$ cat src/rtl/dmem_byte_ctrl_pkg.sv
// Shared encodings for the byte-serial data-memory controller (package dmem_pkg).
package dmem_pkg;

  localparam logic [1:0] WEMEM_NONE = 2'b00;
  localparam logic [1:0] WEMEM_WORD = 2'b01;
  localparam logic [1:0] WEMEM_BYTE = 2'b10;
  localparam logic [1:0] WEMEM_ILL  = 2'b11;

  localparam int BEATS_WORD = 4;
  localparam int BEATS_BYTE = 1;

  typedef enum logic [1:0] {
    IDLE,
    WR,
    RD,
    RD_WAIT
  } dmem_state_e;

  function automatic logic [7:0] lane_byte(input logic [31:0] w, input logic [1:0] lane);
    return w[8*lane +: 8];
  endfunction

endpackage

$ cat src/rtl/dmem_byte_ctrl_lane_asm.sv
// Byte-lane assembly register for load data (module dmem_lane_asm).
// word_o presents the value including any capture happening this cycle.
module dmem_lane_asm (
  input  logic        clk,
  input  logic        rst,
  input  logic        clr_i,
  input  logic        cap_i,
  input  logic [1:0]  lane_i,
  input  logic [7:0]  byte_i,
  input  logic        zext_i,
  output logic [31:0] word_o
);

  logic [31:0] data_q, data_d;

  always_comb begin
    data_d = data_q;
    if (clr_i) begin
      data_d = '0;
    end else if (cap_i) begin
      data_d[8*lane_i +: 8] = byte_i;
    end
  end

  always_ff @(posedge clk) begin
    if (rst) data_q <= '0;
    else     data_q <= data_d;
  end

  assign word_o = zext_i ? {24'b0, data_d[7:0]} : data_d;

endmodule

$ cat src/rtl/dmem_byte_ctrl.sv
// Byte-serial data-memory responder: word = 4 LE beats, byte = 1 beat.
// Optional DMEM_MISALIGN_TRAP_EN adds a misalign pulse for unaligned word accesses.
//   state   | meaning
//   IDLE    | ready; accepts a request
//   WR      | issuing write beats
//   RD      | issuing read beats
//   RD_WAIT | final read byte arrives; rdata/rvalid update at exit
module dmem_byte_ctrl
  import dmem_pkg::*;
#(
  parameter int ADDR_W = 10
) (
  input  logic              clk,
  input  logic              rst,
  input  logic              req_valid,
  output logic              req_ready,
  input  logic [1:0]        WEmem,
  input  logic              rd_req,
  input  logic              Lreg,
  input  logic [ADDR_W-1:0] addr,
  input  logic [31:0]       wdata,
  output logic [31:0]       rdata,
  output logic              rvalid,
  output logic              busy,
  output logic              ram_en,
  output logic              ram_we,
  output logic [ADDR_W-1:0] ram_addr,
  output logic [7:0]        ram_wdata,
  input  logic [7:0]        ram_rdata
`ifdef DMEM_MISALIGN_TRAP_EN
  ,
  output logic              misalign
`endif
);

  dmem_state_e       state_q, state_d;
  logic [1:0]        cnt_q, cnt_d, cnt_nxt, last_idx;
  logic [ADDR_W-1:0] base_q, base_d, base_req;
  logic [31:0]       wdata_q, wdata_d;
  logic              byte_q, byte_d;
  logic              ram_en_q, ram_en_d, ram_we_q, ram_we_d;
  logic [ADDR_W-1:0] ram_addr_q, ram_addr_d;
  logic [7:0]        ram_wdata_q, ram_wdata_d;
  logic [31:0]       rdata_q, rdata_d;
  logic              rvalid_q, rvalid_d;
  logic              cap_vld_q;
  logic [1:0]        cap_lane_q;
  logic              misalign_q, misalign_d;
  logic              asm_clr;
  logic [31:0]       asm_word;
  logic              is_store, is_load, word_acc, trap;

  assign cnt_nxt  = cnt_q + 2'd1;
  assign last_idx = byte_q ? 2'(BEATS_BYTE - 1) : 2'(BEATS_WORD - 1);

  // Request decode; a store wins over rd_req.
  assign is_store = (WEmem == WEMEM_WORD) || (WEmem == WEMEM_BYTE);
  assign is_load  = (WEmem == WEMEM_NONE) && rd_req;
  assign word_acc = (WEmem == WEMEM_WORD) || (is_load && !Lreg);
  assign base_req = word_acc ? {addr[ADDR_W-1:2], 2'b00} : addr;
`ifdef DMEM_MISALIGN_TRAP_EN
  assign trap = word_acc && (addr[1:0] != 2'b00);
`else
  assign trap = 1'b0;
`endif

  always_comb begin
    state_d     = state_q;
    cnt_d       = cnt_q;
    base_d      = base_q;
    wdata_d     = wdata_q;
    byte_d      = byte_q;
    ram_en_d    = 1'b0;
    ram_we_d    = 1'b0;
    ram_addr_d  = '0;
    ram_wdata_d = '0;
    rdata_d     = rdata_q;
    rvalid_d    = 1'b0;
    misalign_d  = 1'b0;
    asm_clr     = 1'b0;
    unique case (state_q)
      IDLE: begin
        if (req_valid) begin
          if (trap) begin
            misalign_d = 1'b1;
          end else if (is_store || is_load) begin
            state_d    = is_store ? WR : RD;
            cnt_d      = 2'd0;
            base_d     = base_req;
            wdata_d    = wdata;
            byte_d     = !word_acc;
            ram_en_d   = 1'b1;
            ram_we_d   = is_store;
            ram_addr_d = base_req;
            if (is_store) ram_wdata_d = wdata[7:0];
            asm_clr    = is_load;
          end
        end
      end
      WR: begin
        if (cnt_q == last_idx) begin
          state_d = IDLE;
        end else begin
          cnt_d       = cnt_nxt;
          ram_en_d    = 1'b1;
          ram_we_d    = 1'b1;
          ram_addr_d  = base_q + ADDR_W'(cnt_nxt);
          ram_wdata_d = lane_byte(wdata_q, cnt_nxt);
        end
      end
      RD: begin
        if (cnt_q == last_idx) begin
          state_d = RD_WAIT;
        end else begin
          cnt_d      = cnt_nxt;
          ram_en_d   = 1'b1;
          ram_addr_d = base_q + ADDR_W'(cnt_nxt);
        end
      end
      RD_WAIT: begin
        rdata_d  = asm_word;
        rvalid_d = 1'b1;
        state_d  = IDLE;
      end
      default: state_d = IDLE;
    endcase
  end

  always_ff @(posedge clk) begin
    if (rst) begin
      state_q     <= IDLE;
      cnt_q       <= '0;
      base_q      <= '0;
      wdata_q     <= '0;
      byte_q      <= 1'b0;
      ram_en_q    <= 1'b0;
      ram_we_q    <= 1'b0;
      ram_addr_q  <= '0;
      ram_wdata_q <= '0;
      rdata_q     <= '0;
      rvalid_q    <= 1'b0;
      cap_vld_q   <= 1'b0;
      cap_lane_q  <= '0;
      misalign_q  <= 1'b0;
    end else begin
      state_q     <= state_d;
      cnt_q       <= cnt_d;
      base_q      <= base_d;
      wdata_q     <= wdata_d;
      byte_q      <= byte_d;
      ram_en_q    <= ram_en_d;
      ram_we_q    <= ram_we_d;
      ram_addr_q  <= ram_addr_d;
      ram_wdata_q <= ram_wdata_d;
      rdata_q     <= rdata_d;
      rvalid_q    <= rvalid_d;
      // SRAM returns read data one cycle after the beat; remember its lane.
      cap_vld_q   <= ram_en_q && !ram_we_q;
      cap_lane_q  <= cnt_q;
      misalign_q  <= misalign_d;
    end
  end

  dmem_lane_asm u_lane_asm (
    .clk    (clk),
    .rst    (rst),
    .clr_i  (asm_clr),
    .cap_i  (cap_vld_q),
    .lane_i (cap_lane_q),
    .byte_i (ram_rdata),
    .zext_i (byte_q),
    .word_o (asm_word)
  );

  assign req_ready = (state_q == IDLE);
  assign busy      = ~req_ready;
  assign rdata     = rdata_q;
  assign rvalid    = rvalid_q;
  assign ram_en    = ram_en_q;
  assign ram_we    = ram_we_q;
  assign ram_addr  = ram_addr_q;
  assign ram_wdata = ram_wdata_q;
`ifdef DMEM_MISALIGN_TRAP_EN
  assign misalign  = misalign_q;
`else
  logic unused_misalign;
  assign unused_misalign = misalign_q;
`endif

endmodule

$ cat config.mk
export PLATFORM = sky130hd
export DESIGN_NAME = dmem_byte_ctrl
export DESIGN_NICKNAME = d
export VERILOG_FILES = /design/src/rtl/dmem_byte_ctrl_pkg.sv /design/src/rtl/dmem_byte_ctrl_lane_asm.sv /design/src/rtl/dmem_byte_ctrl.sv
export SDC_FILE = /design/constraint.sdc
export NUM_CORES = 1
export LEC_CHECK = 0
export ABC_AREA = 0
export CELL_PAD_IN_SITES_DETAIL_PLACEMENT = 1
export CELL_PAD_IN_SITES_GLOBAL_PLACEMENT = 2
export CORE_MARGIN = 2
export CORE_UTILIZATION = 33
export CTS_CLUSTER_DIAMETER = 100
export CTS_CLUSTER_SIZE = 10
export DETAILED_ROUTE_END_ITERATION = 12
export PLACE_DENSITY = 0.87
export SLEW_MARGIN = 30
export SYNTH_ARGS = -nofsm -noshare
export SYNTH_HDL_FRONTEND = slang
export SYNTH_HIERARCHICAL = 1
export SYNTH_SLANG_ARGS = --single-unit
$ cat constraint.sdc
create_clock -name clk -period 3.8 [get_ports clk]
set_input_delay 0.38 -clock clk [delete_from_list [all_inputs] [get_ports clk]]
set_output_delay 0.38 -clock clk [all_outputs]
set_load 0.01 [all_outputs]
==> results of run 1 <==
==> flip-flops by register name, indices dropped and copies added, names as in the netlist, 2 cells and up <==
register and count:
rdata 32, state_q 2, base_q 10, ram_wdata 8, cap_lane_q 2, u_lane_asm/data_q 32
cnt_q 2, ram_addr 10, wdata_q 32
==> worst register-to-register path: stages, from the launching register on <==
cell and delay [ps]:
dfxtp_1 350, inv_1 130, ha_1 340, nand2_1 180, nor2_1 540, or2_1 740, nor2_1 150, mux2i_1 170
nor2_1 60
==> area by class of cell <==
cell class / count / area share [%]
tap: 225 / 3.73
sequential: 135 / 35.8
inverter: 14 / 0.696
clock buffer: 19 / 6.00
multi-input combinational: 442 / 35.7
clock inverter: 13 / 2.98
timing repair buffer: 116 / 15.1
==> path summary, 6_finish.rpt <==
check,startpoint,to,depth (start not counted)
min reg2reg,wdata_q[8],wdata_q[8],2
max reg2reg,state_q[1],rdata[18],8
max,state_q[1],rdata[18],8
min,wdata_q[8],wdata_q[8],2
==> kinds of logic after synthesis <==
group,count (synthesis),share of synthesized area (%)
compound gates,113,12.7
xor+xnor,4,0.610
fa+ha+maj,14,3.18
buf+inv,62,6.17
flops,135,47.1
mux,42,9.14
simple gates,269,21.1
==> cell usage after synthesis (all sizes together), types with 4 or more instances <==
library cell  number  area (um^2)
and3               8         50.1
o21ai              5         25.0
buf               23          190
mux2i             34          340
inv               14         52.6
nand3              4         20.0
nor2             115          432
ha                13          163
nor3b              6         70.1
nor2b              5         31.3
and2               7         43.8
a21oi             56          280
dfxtp            135         2700
clkbuf            24          101
xnor2              4         35.0
a32oi             22          193
a22oi             18          135
mux4               8          184
nand2             97          364
==> power by group <==
part	total, mW	switching, mW	leakage (nW)	internal [mW]
combinational	0.803	0.462	1.34	0.342
clock	1.87	0.611	0.333	1.26
sequential	1.61	0.0948	1.09	1.52
total	4.29	1.17	2.77	3.12
==> layer usage <==
metal,wire [um],share of wire [%]
met1,7430,45
met4,145,0.87
met2,8320,50
met3,688,4.1
met5,0,0
==> metrics by stage <==
stage / hold slack, ps / cells / worst slack (ps)
after floorplan: 429 / 639 / 1690
after global routing: 476 / 964 / 658
after global placement: 441 / 932 / 909
after detailed placement: 451 / 932 / 797
final: 454 / 964 / 1030
after CTS: 459 / 964 / 929
==> impl_metrics.toml, run 1 <==
[setup_path]
cp_data_required_time_ps = 4090
cpPeakStageDelay_ps = 740
worstPathArrival_ps = 3060
critPathCaptureType = "flop"
crit_top_cell = "nor2_1"
cp_cell_sequence = "inv_1 -> ha_1 -> nand2_1 -> nor2_1 -> or2_1 -> nor2_1 -> mux2i_1 -> nor2_1"
slowest_stage = "or2_1"
cpLargestDelayFamily = "simple AND/OR/NAND/NOR gates"
crit_type = "flop to flop"
r2r_slack_ps = 1030
crit_buf_inv = 1
path_max_fanout = 24
cp-start-kind = "flop"

[timing]
tightest_slew_ps = 981
period_minus_slack_ps = 2770
setup_violations = 0
drv_slew = 0
rsz0062_at_grt = "false"
max_freq_mhz = 361
hold_violations = 0
fin_crit_sh_pct = 72.9
setup_tns_ps = 0
clock_skew_ps = 6.91
slew_headroom_pct = 34.0

[clock_network]
clk_pin_slew_ps = 50
h-tree-depth = 4
cts_hold_buf = 0
cts_tree = "yes"
cts_resized = 0
clock_path_buffers = 2
root_buffer = "clkbuf_16"
cts_buffers = 17
clock_sinks = 135
postCtsSetupBuffers = 0
clock_latency_ps = 420

[yosys]
synth_edf_count = 0
syn_area_per_cell_um2 = 8.98
synth-main-ff-cell = "dfxtp_1"
async_flop_share_pct = 0
ys_warn_count = 6
syn_area_mm2 = 0.00574
synthCells = 639
synth_seq_area_share_pct = 47.1
ys_ff_latch = 135
syn_nets = 710
synth_cell_type_count = 51

[final_layout]
syn2layout_area_growth_pct = 31.7
regArea_mm2 = 0.00270
final_util_pct = 44.0
layout-drive-gt1-share_pct = 7.71
num-fill-cells = 2006
multi_input_area_mm2 = 0.00270
fin_area_mm2 = 0.00755
final_cell_mix = "135 x dfxtp_1, 114 x nor2_1, 110 x clkdlybuf4s50_1"
nets = 797
final_common_cell = "dfxtp_1"
antenna_cells = 0

[routing]
routed_wl_mm = 16.6
first_pass_iters = 4
drc = 0
drt_iter0_drc = 225
wire_per_inst_um = 17.2
via_per_inst = 5.05
antenna_left = 0
vias = 4872

[grt]
met2_usage_pct = 31.5
grt-busiest-layer = "met2"
grt_max_degree = 45
grt_antenna_before_repair = 0
grt_first_pass_wirelength_mm = 26.5
first_global_vias = 5080
grt_use_met1_pct = 23.2
grt_use_met3_pct = 4.70
gr-total-overflow = 0
grt_usage_pct = 18.6

[floorplanning]
rows = 48
coreArea_mm2 = 0.0172
dieArea_mm2 = 0.0185
die-width_um = 136
start_util_pct = 33.4
die_h_um = 136
ioPinCount = 112

[placed_design]
hpwl_mm = 12.0
port_buffers = 111
placed_cell_area_mm2 = 0.00688
routabilityCongestion = 0.793

[power]
ir_drop_v = 0.000338
power_density_mw_per_mm2 = 568
p_leak_nw = 2.77
p_total_mw = 4.29

[min_path]
min_path_type = "flop to flop"

[outcome]
status = "finished, final reports clean"

[job]
cap_violations = 0
Note: power is estimated with default switching activity, not from simulation.
==> run 2, diff against run 1 <==
CORE_UTILIZATION = 31   (was 33)
PLACE_DENSITY = 0.82   (was 0.87)
clock period = 2.9 ns   (was 3.8 ns; I/O delays follow)
==> run 2 against run 1 <==
The flow now finishes with violations (DRC). Global-route usage decreased by 1.2 points. Worst setup slack worse by 510 ps. Core utilization down 2.2 points. Total power up 28%. Worst hold slack worse by 72 ps. Critical endpoint is now ram_addr[6]. Largest cell class unchanged.
==> impl_metrics.toml, run 2 (synthesized netlist as in run 1, its figures left out) <==
[outcome]
status = "finished with violations"
violations = "DRC"

[final_layout]
syn2layout_area_growth_pct = 31.6
final_common_cell = "dfxtp_1"
nets = 803
fin_area_mm2 = 0.00755
layout-drive-gt1-share_pct = 8.46
antenna_cells = 0
final_cell_mix = "135 x dfxtp_1, 114 x nor2_1, 110 x clkdlybuf4s50_1"

[setup_path]
crit_start = "cnt_q[1]"
path_max_fanout = 13
cpPeakStageDelay_ps = 680
crit_type = "flop to flop"
cp-start-kind = "flop"
cp_cell_sequence = "nand2_1 -> nand2_1 -> inv_1 -> fa_1 -> nand4b_1 -> o21a_1 -> o21ai_0 -> a21oi_1"
worstPathArrival_ps = 2670
slowest_stage = "dfxtp_1"
critPathCaptureType = "flop"
crit_top_cell = "nand2_1"
r2r-start = "cnt_q[1]"
r2r_slack_ps = 520
cp_data_required_time_ps = 3190

[clock_network]
clock_path_buffers = 2
cts_buffers = 17
h-tree-depth = 4
root_buffer = "clkbuf_16"
postCtsSetupBuffers = 0
clk_pin_slew_ps = 60
cts_tree = "yes"
clock_latency_ps = 420
cts_hold_buf = 0
clock_sinks = 135
cts_resized = 0

[timing]
fin_crit_sh_pct = 82.0
clock_skew_ps = 8.78
max_freq_mhz = 420
period_minus_slack_ps = 2380
rsz0062_at_grt = "false"
whs_ps = 382
setup_tns_ps = 0
hold_violations = 0
setup_violations = 0
drv_slew = 0
slew_headroom_pct = 42.8
fin_ws_ps = 521
tightest_slew_ps = 859

[floorplanning]
ioPinCount = 112
die_h_um = 140
rows = 49
coreArea_mm2 = 0.0181
start_util_pct = 31.7
die-width_um = 140
dieArea_mm2 = 0.0196

[routing]
drc = 7
wire_per_inst_um = 16.9
vias = 4891
drt_iter0_drc = 181
via_per_inst = 5.02
routed_wl_mm = 16.4
first_pass_iters = 10
antenna_left = 0

[placed_design]
hpwl_mm = 12.0
routabilityCongestion = 0.780
dp_slack_ps = 419
placed_cell_area_mm2 = 0.00692
port_buffers = 111

[grt]
gr-total-overflow = 0
grt_max_degree = 45
grt_antenna_before_repair = 0
grt_usage_pct = 17.3
grt_first_pass_wirelength_mm = 27.0
first_global_vias = 5217

[job]
cap_violations = 0

[power]
p_leak_nw = 2.77
ir_drop_v = 0.000440
power_density_mw_per_mm2 = 726
p_total_mw = 5.48

[min_path]
min_path_type = "input port to flop"
min-delay-start = "rst"
-- run 2: changes by cell type in the layout (fill, tap and decap cells not counted), sizes merged --
cell,delta
bufinv,-2
clkbuf,-1
clkinvlp,+1
inv,+2
buf,+6
-- run 2: final timing paths --
check / to / depth (start not counted)
worst max register to register: ram_addr[6] / 8
worst min register to register: wdata_q[14] / 2
worst max-delay path: ram_addr[6] / 8
worst min-delay path: rdata[20] / 2
-- run 2: power by group --
part           switching [mW]  total, mW  internal [mW]
clock network           0.847       2.32           1.47
logic                   0.617       1.07          0.454
registers               0.105       2.10           1.99
-- run 2: metal layers --
layer  up-vias  wire length (um)  global-route usage (%)
met1      2414              7540                    21.8
met4         0               261                    6.17
met2        96              7990                    29.2
met3        15               644                    4.27
met5         -                 0                       0
li1       2366                 -                       -
-- run 2: through the flow --
stage | cells | util, %
3_5_place_dp | 942 | 38.2
6_report | 974 | 41.8
4_1_cts | 974 | 41.8
3_3_place_gp | 942 | 38.2
5_1_grt | 974 | 41.8
2_1_floorplan | 639 | -
-- run 2: area by class of cell --
class	count	area (um^2)
Timing Repair Buffer	122	1190
Inverter	14	52.6
Fill cell	2054	10500
Multi-Input combinational cell	442	2690
Clock buffer	18	439
Clock inverter	14	198
Tap cell	229	287
Sequential cell	135	2700
-- run 2: critical path: cells and delay by family, from the launching register on --
| family | cells | cell delay, ps |
|---|---|---|
| flops | 1 | 680 |
| buf+inv | 1 | 60 |
| simple gates | 3 | 550 |
| fa+ha+maj | 1 | 440 |
| compound gates | 3 | 530 |
==> run 3, diff against run 2 <==
clock period = 2.24 ns   (was 2.9 ns; I/O delays follow)
==> run 3 against run 2 <==
The run still ends with DRC left. Via count is 0.47% lower. Sequential power is 29% higher. Cell count is 0.62% higher. Global-route usage is 0.10 points lower. Die area stayed put. Critical path depth is 5 lower. Sequential cell count stayed put. Sequential share of layout area is 0.14 points lower. Non-clock buffer count is 6 higher. Total power is 26% higher. Worst hold slack worse by 66 ps. Critical path type is now flop to output port.
==> impl_metrics.toml, run 3 (synthesized netlist as in run 1, its figures left out) <==
[routing]
vias = 4868
wire_per_inst_um = 16.9
routed_wl_mm = 16.6
via_per_inst = 4.97
antenna_left = 0
drc = 7
drt_iter0_drc = 195
first_pass_iters = 9

[floorplanning]
dieArea_mm2 = 0.0196
start_util_pct = 31.7
ioPinCount = 112
die_h_um = 140
rows = 49
die-width_um = 140
coreArea_mm2 = 0.0181

[setup_path]
r2r-start = "cnt_q[0]"
critPathCaptureType = "output port"
cp-start-kind = "flop"
r2r_slack_ps = 240
reg2reg_depth = 9
crit_type = "flop to output port"
r2r-end = "ram_addr[8]"
path_max_fanout = 7
cp_data_required_time_ps = 2020
worstPathArrival_ps = 1860

[clock_network]
cts_resized = 0
postCtsSetupBuffers = 0
clock_sinks = 135
root_buffer = "clkbuf_16"
cts_buffers = 17
h-tree-depth = 4
clk_pin_slew_ps = 60
cts_tree = "yes"
cts_hold_buf = 0
clock_latency_ps = 420
clock_path_buffers = 2

[power]
p_total_mw = 6.89
ir_drop_v = 0.000664
p_leak_nw = 2.79
power_density_mw_per_mm2 = 909

[grt]
gr-total-overflow = 0
grt_usage_pct = 17.2
grt_antenna_before_repair = 0
grt_max_degree = 45
grt_first_pass_wirelength_mm = 27.0
first_global_vias = 5176

[min_path]
hold_depth = 2
min_to = "rdata[23]"
min_path_type = "input port to flop"
min-delay-start = "rst"

[timing]
rsz0062_at_grt = "false"
fin_crit_sh_pct = 93.2
fin_ws_ps = 153
hold_violations = 0
tightest_slew_ps = 677
max_freq_mhz = 479
slew_headroom_pct = 54.8
setup_violations = 0
clock_skew_ps = 7.67
period_minus_slack_ps = 2090
drv_slew = 0

[placed_design]
placed_cell_area_mm2 = 0.00700
port_buffers = 111
place_inst = 948
hpwl_mm = 12.0
routabilityCongestion = 0.765
dp_slack_ps = -14.2

[job]
cap_violations = 0

[final_layout]
nets = 809
antenna_cells = 0
fin_area_mm2 = 0.00758
final_common_cell = "dfxtp_1"
final_util_pct = 41.9
layout-drive-gt1-share_pct = 9.05
stdcell_count = 980
num-fill-cells = 2094
final_cell_mix = "135 x dfxtp_1, 114 x nor2_1, 109 x clkdlybuf4s50_1"
syn2layout_area_growth_pct = 32.1

[outcome]
status = "finished with violations"
violations = "DRC"
[run 3: cell count changes in the layout (fill, tap and decap cells not counted), sizes merged]
cell,previous run,this run
bufinv,4,2
clkinv,6,5
clkdlybuf4s50,110,109
clkinvlp,2,5
buf,12,18
dlymetal6s2s,0,1
[run 3: stage by stage]
step / hold slack (ps) / TNS (ps)
4_1_cts: 321 / 0
5_1_grt: 345 / 0
3_5_place_dp: 452 / -14.2
3_3_place_gp: 442 / 0
2_1_floorplan: 354 / 0
6_report: 317 / 0
[run 3: how the worst max path moves through the flow]
stage                             end        from  depth (start not counted)
final                       req_ready  state_q[1]                          3
after global placement    ram_addr[0]    WEmem[0]                          8
after global routing        req_ready  state_q[0]                          3
after floorplan           ram_addr[6]    cnt_q[1]                          9
after detailed placement     cnt_q[0]    WEmem[0]                          7
after CTS                        busy  state_q[0]                          4
[run 3: area by class of cell]
type	count	area, um^2	area share (%)
Clock buffer	18	429	5.66
Clock inverter	14	151	2.00
Timing Repair Buffer	128	1270	16.8
Inverter	14	52.6	0.693
Tap cell	229	287	3.78
Multi-Input combinational cell	442	2690	35.4
Sequential cell	135	2700	35.6
[run 3: critical path, cell delays in order, from the launching register on]
cell and delay, ps:
dfxtp_1 330, inv_1 100, ha_1 330, clkdlybuf4s50_1 680
[run 3: metal layers]
| layer | wire length, um | global-route usage (%) |
|---|---|---|
| met1 | 7860 | 22.1 |
| met2 | 7940 | 29.0 |
| met3 | 539 | 3.69 |
| met4 | 266 | 5.79 |
| met5 | 0 | 0 |
[run 3: report_power, final]
part	total, mW	internal (mW)	switching (mW)
sequential	2.70	2.58	0.125
combinational	1.44	0.631	0.811
clock	2.75	1.64	1.10
total	6.89	4.85	2.04
